[config.mk]
export PLATFORM = sky130hd
export DESIGN_NAME = btn_conditioner
export DESIGN_NICKNAME = d
export VERILOG_FILES = /design/src/rtl/btn_pkg.sv /design/src/rtl/btn_debounce_ch.sv /design/src/rtl/btn_conditioner.sv
export SDC_FILE = /design/constraint.sdc
export NUM_CORES = 1
export LEC_CHECK = 0
export ABC_AREA = 1
export BUFFER_PORTS_ARGS = -buffer_cell sky130_fd_sc_hd__buf_2
export CAP_MARGIN = 10
export CORE_MARGIN = 2
export CORE_UTILIZATION = 25
export DETAILED_ROUTE_END_ITERATION = 10
export PLACE_DENSITY = 0.51
export SYNTH_ARGS = -nofsm -noshare
export SYNTH_HDL_FRONTEND = slang
export SYNTH_SLANG_ARGS = --single-unit
[constraint.sdc]
create_clock -name clk -period 3 [get_ports clk]
set_input_delay 0.15 -clock clk [delete_from_list [all_inputs] [get_ports clk]]
set_output_delay 0.15 -clock clk [all_outputs]
set_load 0.005 [all_outputs]
[src/rtl/btn_pkg.sv]
// rtl/btn_pkg.sv - shared state encoding, button indices and sizing helper
`timescale 1ns/1ps
package btn_pkg;

  localparam int NUM_BTNS  = 4;
  localparam int BTN_UP    = 0;
  localparam int BTN_DOWN  = 1;
  localparam int BTN_LEFT  = 2;
  localparam int BTN_RIGHT = 3;

  typedef enum logic [1:0] {
    ST_IDLE      = 2'd0,
    ST_ARMING    = 2'd1,
    ST_HELD      = 2'd2,
    ST_RELEASING = 2'd3
  } btn_state_e;

  // Bits needed to hold values 0..max_val; never less than one bit.
  function automatic int cnt_width(input int max_val);
    return (max_val < 1) ? 1 : $clog2(max_val + 1);
  endfunction

endpackage

[src/rtl/btn_debounce_ch.sv]
// rtl/btn_debounce_ch.sv - one button: 2-flop synchronizer, debounce FSM, optional auto-repeat
// Auto-repeat present only when BTN_AUTOREPEAT_EN is defined.
`timescale 1ns/1ps
module btn_debounce_ch
  import btn_pkg::*;
#(
  parameter int DEBOUNCE_CYCLES = 250000,
  parameter int REPEAT_DELAY    = 12500000,
  parameter int REPEAT_PERIOD   = 2500000
) (
  input  logic clk_i,
  input  logic rst_ni,
  input  logic btn_i,
  output logic level_o,
  output logic level_next_o,
  output logic pulse_o
);

  localparam int CW = cnt_width(DEBOUNCE_CYCLES);
  localparam logic [CW-1:0] CNT_LAST = CW'(DEBOUNCE_CYCLES - 1);
  localparam logic [CW-1:0] CNT_ONE  = CW'(1);

  logic          sync1_q, sync2_q;
  btn_state_e    state_q, state_d;
  logic [CW-1:0] cnt_q, cnt_d, cnt_inc;
  logic          level_q, level_d;
  logic          pulse_q, pulse_d;
  logic          press_entry;
  logic          rep_fire;

  always_ff @(posedge clk_i or negedge rst_ni) begin
    if (!rst_ni) begin
      sync1_q <= 1'b0;
      sync2_q <= 1'b0;
      state_q <= ST_IDLE;
      cnt_q   <= '0;
      level_q <= 1'b0;
      pulse_q <= 1'b0;
    end else begin
      sync1_q <= btn_i;
      sync2_q <= sync1_q;
      state_q <= state_d;
      cnt_q   <= cnt_d;
      level_q <= level_d;
      pulse_q <= pulse_d;
    end
  end

  // The sample that leaves IDLE/HELD is the first of the stable run, so the
  // run completes when the incremented count reaches DEBOUNCE_CYCLES-1.
  always_comb begin
    state_d = state_q;
    cnt_d   = '0;
    cnt_inc = (cnt_q == '1) ? cnt_q : cnt_q + CNT_ONE;
    case (state_q)
      ST_IDLE: begin
        if (sync2_q) state_d = (DEBOUNCE_CYCLES == 1) ? ST_HELD : ST_ARMING;
      end
      ST_ARMING: begin
        if (!sync2_q)                 state_d = ST_IDLE;
        else if (cnt_inc == CNT_LAST) state_d = ST_HELD;
        else                          cnt_d   = cnt_inc;
      end
      ST_HELD: begin
        if (!sync2_q) state_d = (DEBOUNCE_CYCLES == 1) ? ST_IDLE : ST_RELEASING;
      end
      ST_RELEASING: begin
        if (sync2_q)                  state_d = ST_HELD;
        else if (cnt_inc == CNT_LAST) state_d = ST_IDLE;
        else                          cnt_d   = cnt_inc;
      end
      default: state_d = ST_IDLE;
    endcase
  end

  always_comb begin
    level_d     = (state_d == ST_HELD) || (state_d == ST_RELEASING);
    press_entry = (state_d == ST_HELD) && (state_q != ST_HELD) && (state_q != ST_RELEASING);
    pulse_d     = press_entry || rep_fire;
  end

`ifdef BTN_AUTOREPEAT_EN
  localparam int RMAX = (REPEAT_DELAY > REPEAT_PERIOD) ? REPEAT_DELAY : REPEAT_PERIOD;
  localparam int RW   = cnt_width(RMAX);
  localparam logic [RW-1:0] REP_FIRST = RW'(REPEAT_DELAY);
  localparam logic [RW-1:0] REP_NEXT  = RW'(REPEAT_PERIOD);
  localparam logic [RW-1:0] REP_ONE   = RW'(1);

  logic [RW-1:0] rep_cnt_q, rep_cnt_d, rep_target;
  logic          rep_done_q, rep_done_d;

  always_ff @(posedge clk_i or negedge rst_ni) begin
    if (!rst_ni) begin
      rep_cnt_q  <= '0;
      rep_done_q <= 1'b0;
    end else begin
      rep_cnt_q  <= rep_cnt_d;
      rep_done_q <= rep_done_d;
    end
  end

  // Any entry into HELD (press or bounce recovery) restarts the repeat timing.
  always_comb begin
    rep_cnt_d  = '0;
    rep_done_d = 1'b0;
    rep_fire   = 1'b0;
    rep_target = rep_done_q ? REP_NEXT : REP_FIRST;
    if ((state_q == ST_HELD) && (state_d == ST_HELD)) begin
      rep_done_d = rep_done_q;
      if (rep_cnt_q + REP_ONE == rep_target) begin
        rep_fire   = 1'b1;
        rep_done_d = 1'b1;
      end else begin
        rep_cnt_d = rep_cnt_q + REP_ONE;
      end
    end
  end
`else
  localparam int UNUSED_REPEAT_CFG = REPEAT_DELAY + REPEAT_PERIOD;
  assign rep_fire = 1'b0;
`endif

  assign level_o      = level_q;
  assign level_next_o = level_d;
  assign pulse_o      = pulse_q;

endmodule

[src/rtl/btn_conditioner.sv]
// rtl/btn_conditioner.sv - four-button debounce/strobe front end for the movement controller
// Define BTN_AUTOREPEAT_EN to add held-button auto-repeat pulses.
`timescale 1ns/1ps
module btn_conditioner
  import btn_pkg::*;
#(
  parameter int DEBOUNCE_CYCLES = 250000,
  parameter int REPEAT_DELAY    = 12500000,
  parameter int REPEAT_PERIOD   = 2500000
) (
  input  logic       clk,
  input  logic       rst,
  input  logic [3:0] btn_in,
  output logic [3:0] btn_level,
  output logic [3:0] btn_pulse,
  output logic       any_active
);

  logic [NUM_BTNS-1:0] level_next;
  logic                any_active_q;

  for (genvar g = 0; g < NUM_BTNS; g++) begin : g_ch
    btn_debounce_ch #(
      .DEBOUNCE_CYCLES(DEBOUNCE_CYCLES),
      .REPEAT_DELAY   (REPEAT_DELAY),
      .REPEAT_PERIOD  (REPEAT_PERIOD)
    ) u_ch (
      .clk_i       (clk),
      .rst_ni      (rst),
      .btn_i       (btn_in[g]),
      .level_o     (btn_level[g]),
      .level_next_o(level_next[g]),
      .pulse_o     (btn_pulse[g])
    );
  end

  // Built from next-state levels so it updates on the same edge as btn_level.
  always_ff @(posedge clk or negedge rst) begin
    if (!rst) any_active_q <= 1'b0;
    else      any_active_q <= |level_next;
  end

  assign any_active = any_active_q;

endmodule

# --- Yosys cells after proc, flatten, opt, wreduce, memory -nomap -nowiden ---
# Index checks and enable logic that the tools add are counted.
classes:
  muxes: 48
  n_reduce_logical: 17
  eq_ne: 36
  n_addsub: 4
ops:
  columns: ["cell", "count"]
  rows:
  - ["2-to-1 mux 18 bit", 16]
  - ["== test 18 bit, second input constant", 8]
  - ["case mux 18 bit (2 select lines)", 4]
  - ["adder 18 x 1 -> 18 bit, second input constant", 4]
  - ["2-to-1 mux 2 bit", 24]
  - ["== test 2 bit, second input constant", 16]
  - ["case mux 2 bit (4 select lines)", 4]
  - ["!= test 2 bit, second input constant", 8]
  - ["== test 2 x 1 -> 1 bit, second input constant", 4]
  - ["logical AND 1 bit", 8]
  - ["logical NOT 2 bit", 4]
  - ["logical OR 1 bit", 4]
  - ["OR reduction 4 bit", 1]
word_totals:
  wordCells: 130
  out_inout_bits: 9
  ff_bits: 97

# --- Depth between registers and ports, before layout ---
logic_depth:
  word_depth: 9
  ltp_mapped: 18
  ltp_nobuf: 17

# --- Modules after synthesis ---
# From an unflattened synthesis, not the netlist that was laid out.
unflattened:
  cells_unflattened: 861
  area_unflattened_um2: 6105.9
by_module_without_submodules:
  columns: ["module", "seq_area_each_um2", "cells_each", "instances", "area_each_um2"]
  rows:
  - ["btn_debounce_ch (g_ch[0].u_ch ...)", 600.6, 222, 3, 1555.2]
  - ["btn_debounce_ch (g_ch[3].u_ch)", 600.6, 191, 1, 1403.8]
  - ["btn_conditioner", 25.0, 4, 1, 36.3]

# --- Worst setup path before layout ---
# OpenSTA, ideal clock, no wires.
synth_timing:
  path_kind: "register -> register"
  start: "reg g_ch[2].u_ch.cnt_q[0]"
  end: "reg g_ch[2].u_ch.cnt_q[10]"
  stages_incl_launch_ff: 15
  t_required_ps: 2860
  n_path_buf: 2
  slack_ps: 907
  synth_period_minus_slack_ps: 2093
  arrival_time_ps: 1953
  cell_sequence: "dfrtp_1 ha_1 nand2_2 nor2_4 nand2_4 nor2_4 nand2_2 buf_6 nand2_2 o21ai_2 nor3_2 nand2_2 nand3_4 buf_12 a21oi_2"
synth_between:
  elab_chain_cells: 6
  word_cells_on_any_way: 8
  cone_classes: "add/sub (1); eq/ne (2); mux (5)"
synth_rtl:
  columns: ["item", "line_no", "source"]
  rows:
  - ["start: declaration", "btn_debounce_ch.sv:25", "logic [CW-1:0] cnt_q, cnt_d, cnt_inc;"]
  - ["start signal: assignment", "btn_debounce_ch.sv:43", "cnt_q <= cnt_d;"]
  - ["adder 18 x 1 -> 18 bit / == test 18 bit (equally long branches)", "btn_debounce_ch.sv:54", "cnt_inc = (cnt_q == '1) ? cnt_q : cnt_q + CNT_ONE;"]
  - ["2-to-1 mux 18 bit *", "btn_debounce_ch.sv:54", null]
  - ["== test 18 bit", "btn_debounce_ch.sv:61, btn_debounce_ch.sv:69", null]
  - ["2-to-1 mux 18 bit *", "btn_debounce_ch.sv:61, btn_debounce_ch.sv:69", null]
  - ["2-to-1 mux 18 bit (on tied branches)", "btn_debounce_ch.sv:68, btn_debounce_ch.sv:60", null]
  - ["case mux 18 bit (2 select lines) *", "btn_debounce_ch.sv:55", "case (state_q)"]
  - ["via g_ch[2].u_ch.cnt_d[10]", "btn_debounce_ch.sv:25", null]
# The timed path passes the listed nets; every way through them passes the cells marked *.

# --- Worst setup path in the final report ---
layout_timing:
  start: "reg g_ch[2].u_ch.cnt_q[0]"
  end: "reg g_ch[2].u_ch.cnt_q[17]"
# Same word-level chain as after synthesis.

==> reports/qor.yml <==
routing:
  ant_nets: 0
  drc: 0
  wl_um: 13500
  routedWlPerCell_um: 11.8
  avgViaCountPerCell: 4.34
  first_iter_violations: 300
  via_count: 4952
  detail_route.first_pass.iterations: 4
critical_path:
  r2r_slack_ns: 0.35
  cp_top_family: "simple AND/OR/NAND/NOR gates"
  required_ns: 3.19
  crit_path_start_kind: "register"
  path_class: "register to register"
  r2r_cells: 14
  r2r-start: "g_ch[2].u_ch.cnt_q[0]"
  cp_max_fo: 29
  r2r-end: "g_ch[2].u_ch.cnt_q[17]"
  crit_buf_inv: 0
  critPathSlowestCell: "dfrtp_1"
  crit_arrival_ns: 2.84
  crit_path_max_incr_delay_ns: 0.44
  path_cells: "ha_1 > nand2_2 > nor2_4 > nand2_4 > nor2_4 > nand2_2 > nand2_1 > nand2_1 > nor2_2 > nand2_1 > nor2_2 > nand2_2 > nand3_4 > a31oi_1"
  worstSetupEndpointType: "register"
clock_tree:
  cts_tree: "yes"
  cts_buffers: 9
  root_buffer: "clkbuf_16"
  htree_levels: 3
  clk_latency_ns: 0.35
  cts_buffer_depth: 2
  clk_pin_slew_ns: 0.07
  cts.sinks: 97
floorplan:
  start_util: 0.255
  die_y_um: 159
  rows: 56
  die_w_um: 159
  dieArea_mm2: 0.0252
  io_pins: 15
  core_mm2: 0.0235
yosys:
  synth_fp_nets: 813
  yosys-top-cells-count: "194 x nand2_1, 108 x nor2_1, 104 x inv_1"
  synthFlopType: "dfrtp_1"
  netlist_area_mm2: 0.00598
  ys_warn_count: 0
  yosysTopAreaCellShare: 0.406
  synthArstFlopShare: 1.00
  ys_top_cells_by_area: "dfrtp_1 41%, nand2_1 12%, nor2_1 6.8%"
  postSynthAreaPerCell_um2: 7.45
  synthCells: 803
  synth.distinct_cells: 32
  synth.largest_area_cell: "dfrtp_1"
  yosysMostFrequentCell: "nand2_1"
  ys_ff_latch: 97
  yosysSeqAreaShare: 0.406
  synth-edff-count: 0
job:
  cap_violations: 0
hold_path:
  min_delay_path_depth: 0
  holdPathEnd: "g_ch[2].u_ch.sync2_q"
  hold_start: "g_ch[2].u_ch.sync1_q"
  hp-class: "register to register"
placement:
  dp_hpwl_um: 9980
  port-buffer-count: 14
  gp_congestion: 0.822
power_and_ir_drop:
  cellPowerDensity_mw_per_mm2: 405
  power_leakage_nw: 3.04
  peakVddDrop_uv: 297
sta:
  whs_ns: 0.349
  tightest_slew_ns: 0.679
  finClkSkew_ns: 0.00625
  period_needed_ns: 2.65
  max_freq_ghz: 0.377
  finalHoldViolCount: 0
  rsz0062_at_grt: "no"
  slew_headroom: 0.548
  period_share: 0.884
  slew_viol_final: 0
  fin_setup_tns_ns: 0
  setup_violations: 0
cells_and_area:
  area_delta_synth_final_pct: 11.7
  seq_area_mm2: 0.00243
  multi_input_area_mm2: 0.00300
  antenna_cells: 0
  fillers: 2581
  fin_nets: 826
  drive_gt1_frac: 0.136
outcome:
  status: "completed"
grt:
  antenna_found_initial: 0
  grt_pass1_vias: 4828
  grt.overflow.total: 0
  grt_pass1_wl_um: 23600
  grt_usage: 0.113
  grt_max_degree: 51
[state kept, by name (all words and copies together), names as in the netlist]
signal	flops
g_ch.u_ch.state_q	8
g_ch.u_ch.pulse_o	4
g_ch.u_ch.cnt_q	72
any_active	1
g_ch.u_ch.level_o	4
g_ch.u_ch.sync2_q	4
g_ch.u_ch.sync1_q	4
[per-layer routing]
layer,track usage,vias to the layer above,share of wire
met5,0,-,0
met4,0.0367,0,0.014
met3,0.0167,13,0.028
met2,0.177,58,0.44
met1,0.159,2299,0.52
li1,-,2582,-
[per-stage QoR]
step / setup WS, ns / instances / power (W) / instance area [um^2] / util
after floorplan: 0.907 / 803 / 0.00141 / 5980 / -
after global placement: 0.395 / 1119 / 0.00145 / 6310 / 0.269
after detailed placement: 0.350 / 1119 / 0.00145 / 6310 / 0.269
after CTS: 0.332 / 1140 / 0.00275 / 6690 / 0.285
after global routing: 0.0977 / 1140 / 0.00281 / 6690 / 0.285
final: 0.349 / 1140 / 0.00271 / 6690 / 0.285
[power by group]
| part | switching (W) | internal (W) |
|---|---|---|
| Sequential | 0.0000126 | 0.00132 |
| Clock | 0.000541 | 0.000739 |
| Combinational | 0.0000665 | 0.0000269 |
| Total | 0.000620 | 0.00209 |
[area by class of cell]
class                           count  share of cell area
Inverter                          104              0.0584
Tap cell                          319              0.0597
Multi-Input combinational cell    583               0.448
Clock buffer                        9              0.0337
Clock inverter                      7              0.0148
Timing Repair Buffer               21              0.0225
Sequential cell                    97               0.363
[logic make-up after synthesis]
| logic type | count (synthesis) | synth area share |
|---|---|---|
| adder cells (fa/ha/maj) | 4 | 0.00836 |
| flip-flops | 97 | 0.406 |
| AO/OA/AOI/OAI | 69 | 0.0715 |
| buffers and inverters | 123 | 0.0939 |
| AND/OR/NAND/NOR | 480 | 0.377 |
| XOR/XNOR | 30 | 0.0439 |
[placed cells by master (no fill, tap or decap), types with 2 or more instances in the layout]
cell           synthesis  layout
xor2_1                15      15
xnor2_1               15      15
buf_2                  0      13
inv_6                  0       3
nand2_1              194     194
dfrtp_1               97      97
nand4_1               32      32
inv_1                104     104
buf_4                  8       2
or2_2                  2       2
bufinv_16              0       2
nand3b_1               4       4
o21ai_1                4       4
o21bai_1               5       5
nand3_2                5       5
a31oi_1                8       8
nand3_1               70      70
nand2_2               18      18
nor2_2                24      24
nor3_1                 7       7
o21ai_0                6       6
ha_1                   4       4
nor2_4                 7       7
a21oi_2               14      14
nand2_4                6       6
a21oi_1               30      30
clkbuf_16              0       9
o21ai_2                2       2
dlygate4sd3_1          0       5
nor2_1               108     108
[worst max-delay path by stage]
stage / start / endpoint / cells past startpoint
floorplan: g_ch[2].u_ch.cnt_q[0] / g_ch[2].u_ch.cnt_q[10] / 14
global placement: g_ch[2].u_ch.cnt_q[0] / g_ch[2].u_ch.cnt_q[17] / 14
detailed placement: g_ch[2].u_ch.cnt_q[0] / g_ch[2].u_ch.cnt_q[17] / 14
CTS: g_ch[2].u_ch.cnt_q[0] / g_ch[2].u_ch.cnt_q[17] / 14
global route: g_ch[0].u_ch.cnt_q[0] / any_active / 15
finish: g_ch[2].u_ch.cnt_q[0] / g_ch[2].u_ch.cnt_q[17] / 14
[what timing repair did]
item,in CTS,in global routing
resized for setup,0,0
hold buffers,5,0
setup buffers,0,0
endpoints found under the hold margin,53,0
Power figures use the tool's default switching activity.
